File: src/rtl/sisc_pkg.sv
// sisc_pkg: SISC opcode constants, IR field positions and fetch FSM state encodings.
package sisc_pkg;
  typedef enum logic [3:0] {
    NOOP = 4'h0,
    LOD  = 4'h1,
    STR  = 4'h2,
    ADD  = 4'h3,
    CMP  = 4'h4,
    SHF  = 4'h5,
    ROT  = 4'h6,
    XOR  = 4'h7,
    BRA  = 4'h8,
    BRR  = 4'h9,
    HLT  = 4'hF
  } opcode_e;
  localparam int OP_MSB  = 31;
  localparam int OP_LSB  = 28;
  localparam int MM_MSB  = 27;
  localparam int MM_LSB  = 24;
  localparam int IMM_MSB = 15;
  localparam int IMM_LSB = 0;
  typedef enum logic [1:0] {
    F_IDLE = 2'd0,
    F_REQ  = 2'd1,
    F_FULL = 2'd2
  } fetch_state_e;
endpackage

File: src/rtl/sisc_pc_gen.sv
// sisc_pc_gen: program counter register with relative/absolute branch target computation.
module sisc_pc_gen #(
  parameter int AW = 16
) (
  input  logic          clk,
  input  logic          rst,
  input  logic          pc_rst_i,
  input  logic          pc_write_i,
  input  logic          pc_sel_i,
  input  logic          br_sel_i,
  input  logic [15:0]   imm_i,
  output logic [AW-1:0] pc_o
);
  logic [AW-1:0] pc_q, pc_d, pc_inc, br_addr;
  always_comb begin
    pc_inc  = pc_q + AW'(1);
    br_addr = br_sel_i ? AW'(imm_i) : pc_inc + AW'(imm_i);
    pc_d    = pc_rst_i ? '0 : pc_write_i ? (pc_sel_i ? br_addr : pc_inc) : pc_q;
  end
  always_ff @(posedge clk) pc_q <= rst ? '0 : pc_d;
  assign pc_o = pc_q;
endmodule

File: src/rtl/sisc_fetch_unit.sv
// sisc_fetch_unit: PC/IR holder with single-word instruction prefetch over req/ack.
// Optional FETCH_STALL_CNT_EN adds a saturating stall-cycle counter.
module sisc_fetch_unit
  import sisc_pkg::*;
#(
  parameter int AW = 16,
  parameter int DW = 32
) (
  input  logic          clk,
  input  logic          rst,
  input  logic          pc_rst,
  input  logic          pc_write,
  input  logic          pc_sel,
  input  logic          br_sel,
  input  logic          ir_load,
  input  logic          imem_ack,
  input  logic [DW-1:0] imem_rdata,
  output logic          imem_req,
  output logic [AW-1:0] imem_addr,
  output logic [DW-1:0] ir,
  output logic [3:0]    opcode,
  output logic [3:0]    mm,
  output logic [15:0]   imm,
  output logic [AW-1:0] pc_out,
  output logic          stall,
  output logic [15:0]   stall_cnt
);
  fetch_state_e  state_q, state_d;
  logic          flush_q, flush_d, redirect;
  logic [DW-1:0] buf_q, buf_d, ir_q, ir_d;
  logic [AW-1:0] addr_q, addr_d;
  sisc_pc_gen #(.AW(AW)) u_pc_gen (
    .clk       (clk),
    .rst       (rst),
    .pc_rst_i  (pc_rst),
    .pc_write_i(pc_write),
    .pc_sel_i  (pc_sel),
    .br_sel_i  (br_sel),
    .imm_i     (imm),
    .pc_o      (pc_out)
  );
  // A redirect during an outstanding request cannot abort the bus, so it is remembered as a flush.
  always_comb begin
    state_d  = state_q;
    flush_d  = flush_q;
    buf_d    = buf_q;
    ir_d     = ir_q;
    addr_d   = addr_q;
    redirect = pc_rst | pc_write;
    case (state_q)
      F_IDLE: begin
        state_d = redirect ? F_IDLE : F_REQ;
        addr_d  = redirect ? addr_q : pc_out;
      end
      F_REQ: begin
        state_d = !imem_ack ? F_REQ : (flush_q | redirect) ? F_IDLE : F_FULL;
        flush_d = !imem_ack & (flush_q | redirect);
        buf_d   = imem_ack ? imem_rdata : buf_q;
      end
      F_FULL: begin
        ir_d    = ir_load ? buf_q : ir_q;
        state_d = (ir_load | redirect) ? F_IDLE : F_FULL;
      end
      default: state_d = F_IDLE;
    endcase
  end
  always_ff @(posedge clk) begin
    if (rst) begin
      state_q <= F_IDLE;
      flush_q <= 1'b0;
      buf_q   <= '0;
      ir_q    <= '0;
      addr_q  <= '0;
    end else begin
      state_q <= state_d;
      flush_q <= flush_d;
      buf_q   <= buf_d;
      ir_q    <= ir_d;
      addr_q  <= addr_d;
    end
  end
  assign imem_req  = state_q == F_REQ;
  assign imem_addr = addr_q;
  assign ir        = ir_q;
  assign opcode    = ir_q[OP_MSB:OP_LSB];
  assign mm        = ir_q[MM_MSB:MM_LSB];
  assign imm       = ir_q[IMM_MSB:IMM_LSB];
  assign stall     = ir_load & (state_q != F_FULL);
`ifdef FETCH_STALL_CNT_EN
  logic [15:0] cnt_q;
  always_ff @(posedge clk) begin
    if (rst || pc_rst) cnt_q <= '0;
    else if (stall && cnt_q != 16'hFFFF) cnt_q <= cnt_q + 16'd1;
  end
  assign stall_cnt = cnt_q;
`else
  assign stall_cnt = 16'h0000;
`endif
endmodule

File: config.mk
export PLATFORM = sky130hd
export DESIGN_NAME = sisc_fetch_unit
export DESIGN_NICKNAME = d
export VERILOG_FILES = /design/src/rtl/sisc_pkg.sv /design/src/rtl/sisc_pc_gen.sv /design/src/rtl/sisc_fetch_unit.sv
export SDC_FILE = /design/constraint.sdc
export NUM_CORES = 1
export LEC_CHECK = 0
export BUFFER_PORTS_ARGS = -buffer_cell sky130_fd_sc_hd__buf_2
export CORE_MARGIN = 1.5
export CORE_UTILIZATION = 45
export CTS_CLUSTER_SIZE = 30
export DETAILED_ROUTE_END_ITERATION = 16
export PLACE_DENSITY_LB_ADDON = 0.3
export SYNTH_ARGS = -nofsm -noshare
export SYNTH_HDL_FRONTEND = slang
export SYNTH_SLANG_ARGS = --single-unit
File: constraint.sdc
create_clock -name clk -period 3.8 [get_ports clk]
set_input_delay 1.14 -clock clk [delete_from_list [all_inputs] [get_ports clk]]
set_output_delay 1.14 -clock clk [all_outputs]
set_load 0.05 [all_outputs]
[Yosys cells after proc, flatten, opt, wreduce, memory -nomap -nowiden]
Cells that the tools add are included.
Cells by class
  add/subtract/negate cells: 2
  eq/ne operators: 3
  multiplexer cells: 7
  bitwise logic cells: 6
  reduce and logical (&&, ||, !) cells: 6
Operators with widths (number)
  $mux W16: 2
  $add A16 B1 Y16 const B: 1
  $add A16 B16 Y16: 1
  $mux W2: 3
  $pmux W2 S3: 1
  $reduce_and A2 Y1: 3
  $or A1 B1 Y1: 3
  $and A1 B1 Y1: 2
  $eq A2 B1 Y1 const B: 1
  $eq A2 B2 Y1 const B: 1
  $logic_not A2 Y1: 1
  $ne A2 B2 Y1 const B: 1
  $reduce_or A2 Y1: 1
  $logic_not A1 Y1: 1
  $mux W1: 1
  $not A1 Y1: 1
Word-level totals
  register bits after elaboration: 99
  input port bits: 40
  output and inout port bits: 106

[Longest topological paths before layout]
Gate-level depths: netlist of run 1.
  word-level depth: 5
  depth in mapped cells: 12
  mapped depth without buffers: 12

[By module]
Synthesis of run 1 repeated with hierarchy kept, for this count alone.
Second synthesis, totals
  cells, all modules: 680
  area total of the unflattened synthesis: 5298.8 µm²
By module, submodules not included
  sisc_fetch_unit: times used 1, cells an instance 407, area each 3240.6 µm², seq. area each 1661.6 µm²
  sisc_pc_gen: times used 1, cells an instance 273, area each 2058.2 µm², seq. area each 320.3 µm²

[Worst setup path after synthesis of run 1]
OpenSTA, ideal clock, no wires.
  kind: reg-to-reg
  start point: register u_pc_gen.pc_q[0], in the netlist u_pc_gen.pc_o[0]
  end point: register u_pc_gen.pc_q[15], in the netlist u_pc_gen.pc_o[15]
  setup time: 0.125 ns
  arrival: 3.013 ns
  slack: 0.662 ns
  cell stages (with the launch flop): 13
  buffers on the path: 0
  cells stage by stage: dfxtp_1 > ha_1 > nand3_4 > nor2_1 > nand3_1 > xnor2_1 > ha_1 > a21oi_1 > o21ai_0 > a211o_1 > o211ai_1 > mux2i_1 > o22ai_1
On the way
  cells in the longest elaborated chain, start to end: 4
Ends and longest elaborated chain
  start: declaration: RTL line sisc_pc_gen.sv:14  | logic [AW-1:0] pc_q, pc_d, pc_inc, br_addr;
  start signal: assignment: RTL line sisc_pc_gen.sv:20  | always_ff @(posedge clk) pc_q <= rst ? '0 : pc_d;
  $add A16 B1 Y16 (*): RTL line sisc_pc_gen.sv:16  | pc_inc = pc_q + AW'(1);
  $add A16 B16 Y16: RTL line sisc_pc_gen.sv:17  | br_addr = br_sel_i ? AW'(imm_i) : pc_inc + AW'(imm_i);
  $mux W16: RTL line sisc_pc_gen.sv:17
  $mux W16 (*): RTL line sisc_pc_gen.sv:18  | pc_d = pc_rst_i ? '0 : pc_write_i ? (pc_sel_i ? br_addr : pc_inc) : pc_q;
Every way passes the cells marked *; elsewhere a longest branch is shown, timed or not.
A chain may end at the register's enable or synchronous reset.

[Final worst setup path of run 1]
Same ends and word-level chain as after synthesis.

==> key figures, run 1 <==
Synth
  • Register area share after synthesis: 0.3842
  • Netlist cell types: 54
  • Top FF cell, synth: dfxtp_1
  • Syn_area_per_cell: 7.700 µm²
  • Post-synthesis cell count: 670
  • Yosys reg bits: between 90 and 100
  • Cell Area, Synth: slightly above 5000 µm²
  • Synth Warn #: 0
  • Synth async-reset ratio: 0
  • EDFF count, synth: 0

STA
  • Slew Viols, Final: 0
  • Final setup fails: 0
  • Setup Skew: around 0.0094 ns
  • Slew HR: 0.3620
  • Final Hold Slack: ~0.45 ns
  • RSZ-0062 raised after global routing: false
  • Setup ws final: roughly 0.74 ns
  • Final hold violations: 0
  • TNS Setup: 0 ns
  • Final Critical Period: between 3 and 4 ns
  • Worst slew pin tran: 0.9518 ns
  • Max Fclk: around 330 MHz
  • Final worst-path cycle share: 0.8063

Drt
  • Pre-antenna DRT Iters: 4
  • DRC Markers: 0
  • DR iter-0 viols: 266
  • WL per Instance: between 10 and 15 µm
  • Via count: around 4700
  • Drt total wl: 13.09 mm
  • Final ANT Viol Nets: 0
  • Vias per cell: ~5.3

CTS
  • Root Driver: clkbuf_16
  • Max H-tree Level: 3
  • Cts bufs inserted: 9
  • Longest Clk Path Bufs: 2
  • CTS tree: yes
  • Later-pin clock latency in the skew report: roughly 0.36 ns
  • CTS Hold Bufs: 0
  • # clock sinks: a little under 100
  • Worst-path clk slew: 0.07 ns
  • Setup bufs post-CTS: 0
  • Number of gates resized after CTS: 0

Critical path
  • Crit path launch type: flop
  • Worst Setup End Kind: flop
  • Critical path peak fanout: 7
  • CP required: ~4 ns
  • Worst Setup Path Type: reg -> reg
  • Worst endpoint data arrival time: 3.30 ns

Placed design
  • DP Wirelength: between 9 and 10 mm
  • Final RePlAce weighted congestion: approximately 0.88
  • Place WS: ~0.79 ns
  • Placed cells: ~900
  • IO buf count: 129

Cells and area
  • Fin util: 0.5324
  • ANT cells: 0
  • Layout cell share with drive strength beyond 1: 0.2103
  • Fin nets: ~800
  • Synth-to-Final Area Change: 13.85%
  • Fillers: roughly 1100
  • Finished Layout Cells: approximately 900

GRT
  • GRT Total Usage: 0.2222
  • First-pass GRT wire length: about 21 mm
  • Initial antenna violation count: 0
  • GRT Residual Overflow: 0
  • Vias in the first global route: roughly 4300
  • Pin count of the biggest net entering global routing: 83

Power and ir drop
  • Max IR drop VDD: about 250 µV
  • P_leak: 2.521 nW
  • PwrDens: approximately 360 nW/µm²

Job
  • Maxcap violations: 0

Min path
  • HP Class: reg -> reg

Floorplan
  • # IOs: 146
  • Die Footprint: between 10000 and 15000 µm²
  • Die height: 110.1 µm
  • Die width: about 110 µm
  • Core Area: around 11000 µm²
  • Starting Density: 0.4677
  • Row count: 38

Run status
  • Status: finished clean
## cells in the final DEF (no fill, tap or decap), types with 3 or more instances in the layout
cell type and n:
a31oi_1 6, a211oi_1 6, buf_2 129, nand4_1 4
conb_1 16, nor2_1 16, mux2i_1 5, xor2_1 11
nor4_1 3, o21ai_0 28, and2_1 3, xnor2_1 17
and3_1 4, o211ai_1 6, nor3_1 5, a221oi_1 4
a22oi_1 4, buf_4 4, nand2b_1 4, o21ai_1 5
inv_1 10, a21oi_1 102, clkbuf_16 9, ha_1 20
dfxtp_1 99, nand3_1 12, o31ai_1 3, nand2_1 181
## kinds of logic (layout without fill, tap and decap cells)
family / after synthesis / in the layout / share of synthesized area
xor gates and xnor gates: 28 / 28 / 0.04754
buffers and inverters: 89 / 160 / 0.1011
and+or+nand+nor: 248 / 248 / 0.2066
AOI/OAI and AO/OA: 179 / 179 / 0.1977
DFF: 99 / 99 / 0.3842
muxes: 5 / 5 / 0.009702
adders and majority gates: 21 / 21 / 0.05239
other: 1 / 16 / 0.0007269
## worst paths after layout
kind                                       start                end  slack, ns  cells past startpoint
worst max-delay path            u_pc_gen.pc_o[0]  u_pc_gen.pc_o[15]       0.74                     11
worst min-delay path                   buf_q[16]             ir[16]       0.45                      2
worst max register to register  u_pc_gen.pc_o[0]  u_pc_gen.pc_o[15]       0.74                     11
worst min register to register         buf_q[16]             ir[16]       0.45                      2
## layout make-up
class | instances | area [µm²] | area share
Clock buffer | 10 | 229.0 | 0.03899
Timing Repair Buffer | 133 | 675.6 | 0.1150
Sequential cell | 99 | 1982 | 0.3375
Tap cell | 140 | 175.2 | 0.02983
Clock inverter | 6 | 56.30 | 0.009587
Inverter | 11 | 41.29 | 0.007030
Multi-Input combinational cell | 497 | 2714 | 0.4621
## state kept, by name, summed over array words and instances (netlist names)
signal / count
buf_q: 32
flush_q: 1
imem_addr: 16
ir: 32
state_q: 2
u_pc_gen.pc_o: 16
## synth_stat cells, types with 4 or more instances
| master | instances | share of area |
|---|---|---|
| nand2_1 | 181 | 0.13 |
| o21ai_1 | 5 | 0.0049 |
| xor2_1 | 11 | 0.019 |
| clkbuf_1 | 28 | 0.020 |
| nor2_1 | 17 | 0.012 |
| xnor2_1 | 17 | 0.029 |
| nand2b_1 | 4 | 0.0049 |
| nor3_1 | 5 | 0.0049 |
| a21oi_1 | 102 | 0.099 |
| a221oi_1 | 4 | 0.0068 |
| inv_1 | 10 | 0.0073 |
| a22oi_1 | 4 | 0.0058 |
| o21ai_0 | 28 | 0.027 |
| nand4_1 | 4 | 0.0049 |
| buf_2 | 4 | 0.0039 |
| dfxtp_1 | 99 | 0.38 |
| mux2i_1 | 5 | 0.0097 |
| a211oi_1 | 6 | 0.0087 |
| o211ai_1 | 6 | 0.0087 |
| and3_1 | 4 | 0.0049 |
| a31oi_1 | 6 | 0.0073 |
| nand3_1 | 12 | 0.012 |
| buf_4 | 41 | 0.060 |
| ha_1 | 20 | 0.049 |
## stage by stage
step                power (mW)  area (µm²)
finish                   2.123        5873
global route             2.205        5873
CTS                      2.137        5873
detailed placement       1.258        5588
global placement         1.255        5588
floorplan                1.225        5215
## power breakdown
group          internal (mW)  switching, mW
clock network          0.459          0.429
logic                 0.0430          0.132
registers               1.05        0.00990
total                   1.55          0.570
## metal layers
metal	routed length (µm)	vias up	global-route usage
met3	982	17	0.05409
li1	-	2384	-
met1	5931	2159	0.2974
met4	249	0	0.08627
met5	0	-	0
met2	5930	175	0.3443
## worst max-delay path, cell delays in order (launching register included)
cell and delay (ns):
dfxtp_1 0.45, ha_1 0.31, nand3_4 0.16, nor4_1 0.48
xor2_1 0.24, ha_1 0.35, nand3_1 0.15, nand3b_1 0.08
a211o_1 0.23, o211ai_1 0.16, mux2i_1 0.24, o22ai_1 0.09
Power figures use the tool's default switching activity.
==> inputs of run 2 (changes only) <==
==> constraint.sdc (replaced) <==
create_clock -name clk -period 2.6 [get_ports clk]
set_input_delay 0.78 -clock clk [delete_from_list [all_inputs] [get_ports clk]]
set_output_delay 0.78 -clock clk [all_outputs]
set_load 0.05 [all_outputs]
==> run 2 against run 1 <==
The run now ends with setup timing left. Core utilization is 7.5 points higher. Die area stayed put. Worst setup slack worse by 0.78 ns. Flip-flop and latch count stayed put. Wire length is 7.0% higher. Via count is 4.2% higher. Maximum frequency is 16% higher. Total power is 47% higher. Critical endpoint unchanged. Highest routed layer unchanged.
==> key figures, run 2 (synthesis results as in run 1) <==
Run status
  • Status: finished with violations
  • Failing checks: setup timing

Critical path
  • CP bufs+invs: 1 (+1)
  • Worst Setup Path Type: reg -> reg
  • Critical path peak fanout: 5 (-2)
  • Worst path cell trace: ha_4 -> nand3_4 -> nor2_4 -> buf_6 -> xor2_4 -> ha_4 -> a21oi_2 -> o211ai_1 -> a211o_1 -> o211ai_1 -> mux2i_1 -> o22ai_1
  • Top cell family by delay on the critical path: compound AO/OA/AOI/OAI gates
  • CP startpoint: u_pc_gen.pc_o[0]
  • Worst r2r src: u_pc_gen.pc_o[0]
  • CP max stage cell: dfxtp_4
  • Worst Setup End Kind: flop
  • Worst endpoint data arrival time: 2.88 ns (-0.42 ns)
  • Max stage delay on crit path: 0.37 ns (-0.11 ns)
  • Crit path launch type: flop
  • CP required: 2.84 ns (-1.19 ns)

STA
  • Final hold violations: 0 (unchanged)
  • Slew Viols, Final: 0 (unchanged)
  • Final Hold Slack: 0.4501 ns (-0.0001710 ns)
  • Final worst-path cycle share: 1.018 (+0.2117)
  • Final setup fails: 1 (+1)
  • Worst slew pin tran: 0.8330 ns (-0.1188 ns)
  • Setup Skew: 0.007600 ns (-0.001819 ns)
  • Final Critical Period: 2.647 ns (-0.4171 ns)
  • Slew HR: 0.4447 (+0.08269)
  • RSZ-0062 raised after global routing: true
  • Max Fclk: 377.8 MHz (+16%)
  • Setup ws final: -0.04672 ns (-0.7829 ns)

Drt
  • Final ANT Viol Nets: 0 (unchanged)
  • Pre-antenna DRT Iters: 4 (unchanged)
  • DR iter-0 viols: 201 (-24%)
  • Vias per cell: 5.147 (-2.6%)
  • Met3 routed WL: 836 µm (-15%)
  • Top Layer Used: met4
  • Met1 Routed Length: 6.403 mm (+8.0%)
  • Drt total wl: 14.02 mm (+7.0%)
  • Via count: 4936 (+4.2%)
  • Met2 routed WL: 6.555 mm (+11%)
  • WL per Instance: 14.61 µm (about the same)
  • DRC Markers: 0 (unchanged)

CTS
  • Cts bufs inserted: 9 (unchanged)
  • CTS Hold Bufs: 0 (unchanged)
  • Later-pin clock latency in the skew report: 0.35 ns (about the same)
  • Root Driver: clkbuf_16
  • Longest Clk Path Bufs: 2 (unchanged)
  • Max H-tree Level: 3 (unchanged)
  • CTS tree: yes
  • # clock sinks: 99 (unchanged)
  • Worst-path clk slew: 0.07 ns (about the same)

GRT
  • Pin count of the biggest net entering global routing: 83 (unchanged)
  • GRT Total Usage: 0.2337 (+0.01147)
  • GRT Residual Overflow: 0 (unchanged)
  • Initial antenna violation count: 0 (unchanged)
  • First-pass GRT wire length: 21.93 mm (+5.2%)
  • Vias in the first global route: 4473 (+4.1%)

Cells and area
  • Layout cell share with drive strength beyond 1: 0.3358 (+0.1255)
  • Fin nets: 875 (+7.8%)
  • ANT cells: 0 (unchanged)
  • Most frequent cells in the layout: nand2_1 (178), buf_2 (129), a21oi_1 (97), dfxtp_1 (86), buf_4 (65)
  • Synth-to-Final Area Change: 29.93%
  • Commonest non-fill, non-tap cell in the layout: nand2_1

Floorplan
  • Die width: 110.1 µm (unchanged)
  • Row count: 38 (unchanged)
  • Die height: 110.1 µm (unchanged)
  • Starting Density: 0.4677 (unchanged)
  • Die Footprint: 12120 µm² (unchanged)
  • Core Area: 11030 µm² (unchanged)
  • # IOs: 146 (unchanged)

Job
  • Maxcap violations: 0 (unchanged)

Placed design
  • Final RePlAce weighted congestion: 0.8420 (-4.2%)
  • Place WS: -0.1142 ns (-0.9017 ns)
  • DP Wirelength: 10.23 mm (+9.0%)
  • IO buf count: 129 (unchanged)

Power and ir drop
  • PwrDens: 466.4 nW/µm² (+29%)
  • Max IR drop VDD: 554.3 µV (+120%)
  • P_leak: 2.930 nW (+16%)
  • Power Total: 3.126 mW (+47%)

Min path
  • HP Class: reg -> reg
  • Hold Startpoint: buf_q[8]
## run 2: cell count changes in the layout (fill, tap and decap cells not counted), moves of 5 or more
cell and delta:
dfxtp_4 +8, a21oi_1 -5, ha_4 +5, buf_4 +61, o21ai_1 +6, ha_1 -7, dfxtp_1 -13, dfxtp_2 +5
o21ai_0 -7, xnor2_1 -5
## run 2: metrics by stage
step | setup TNS (ns) | instances | cell area (µm²) | util
after global routing | -0.7566 | 959 | 6703 | 0.6076
after floorplan | 0 | 685 | 5295 | -
after global placement | -0.06793 | 927 | 6017 | 0.5455
final | -0.04672 | 959 | 6703 | 0.6076
after detailed placement | -0.1973 | 927 | 6017 | 0.5455
after CTS | -0.01848 | 947 | 6460 | 0.5856
## run 2: final timing paths
path                            end  slack [ns]  depth (start not counted)
setup / recovery  u_pc_gen.pc_o[15]       -0.05                         12
hold / removal                ir[8]        0.45                          2
setup reg to reg  u_pc_gen.pc_o[15]       -0.05                         12
hold reg to reg               ir[8]        0.45                          2
## run 2: repair_timing
action | in CTS | in global routing
gates resized for setup | 19 | 32
endpoints found under the setup margin | 7 | 10
endpoints found under the hold margin | 0 | 0
pin swaps | 6 | 28
buffers inserted | 4 | 12
## run 2: layout make-up
class / count / area [µm²]
clock inverter: 5 / 45.04
tap: 140 / 175.2
timing repair buffer: 196 / 1156
sequential: 99 / 2018
inverter: 11 / 41.29
clock buffer: 11 / 242.7
multi-input combinational: 497 / 3024
fill: 1043 / 4328
## run 2: per-layer routing
layer	GRT usage	up-vias
met2	0.3762	150
met3	0.05761	19
met4	0.06772	0
met1	0.3098	2257
met5	0	-
li1	-	2510
## run 2: worst register-to-register path: cells and delay by family (launching register included)
family | cells | cell delay, ns
adder cells (fa/ha/maj) | 2 | 0.41
AND/OR/NAND/NOR | 2 | 0.30
AO/OA/AOI/OAI | 5 | 0.90
flip-flops | 1 | 0.37
multiplexers | 1 | 0.25
XOR/XNOR | 1 | 0.17
buffers and inverters | 1 | 0.13
## run 2: where the power goes
| group | internal [mW] | switching, mW | leakage (nW) |
|---|---|---|---|
| Clock | 0.689 | 0.611 | 0.138 |
| Combinational | 0.0827 | 0.202 | 1.98 |
| Sequential | 1.53 | 0.0130 | 0.808 |
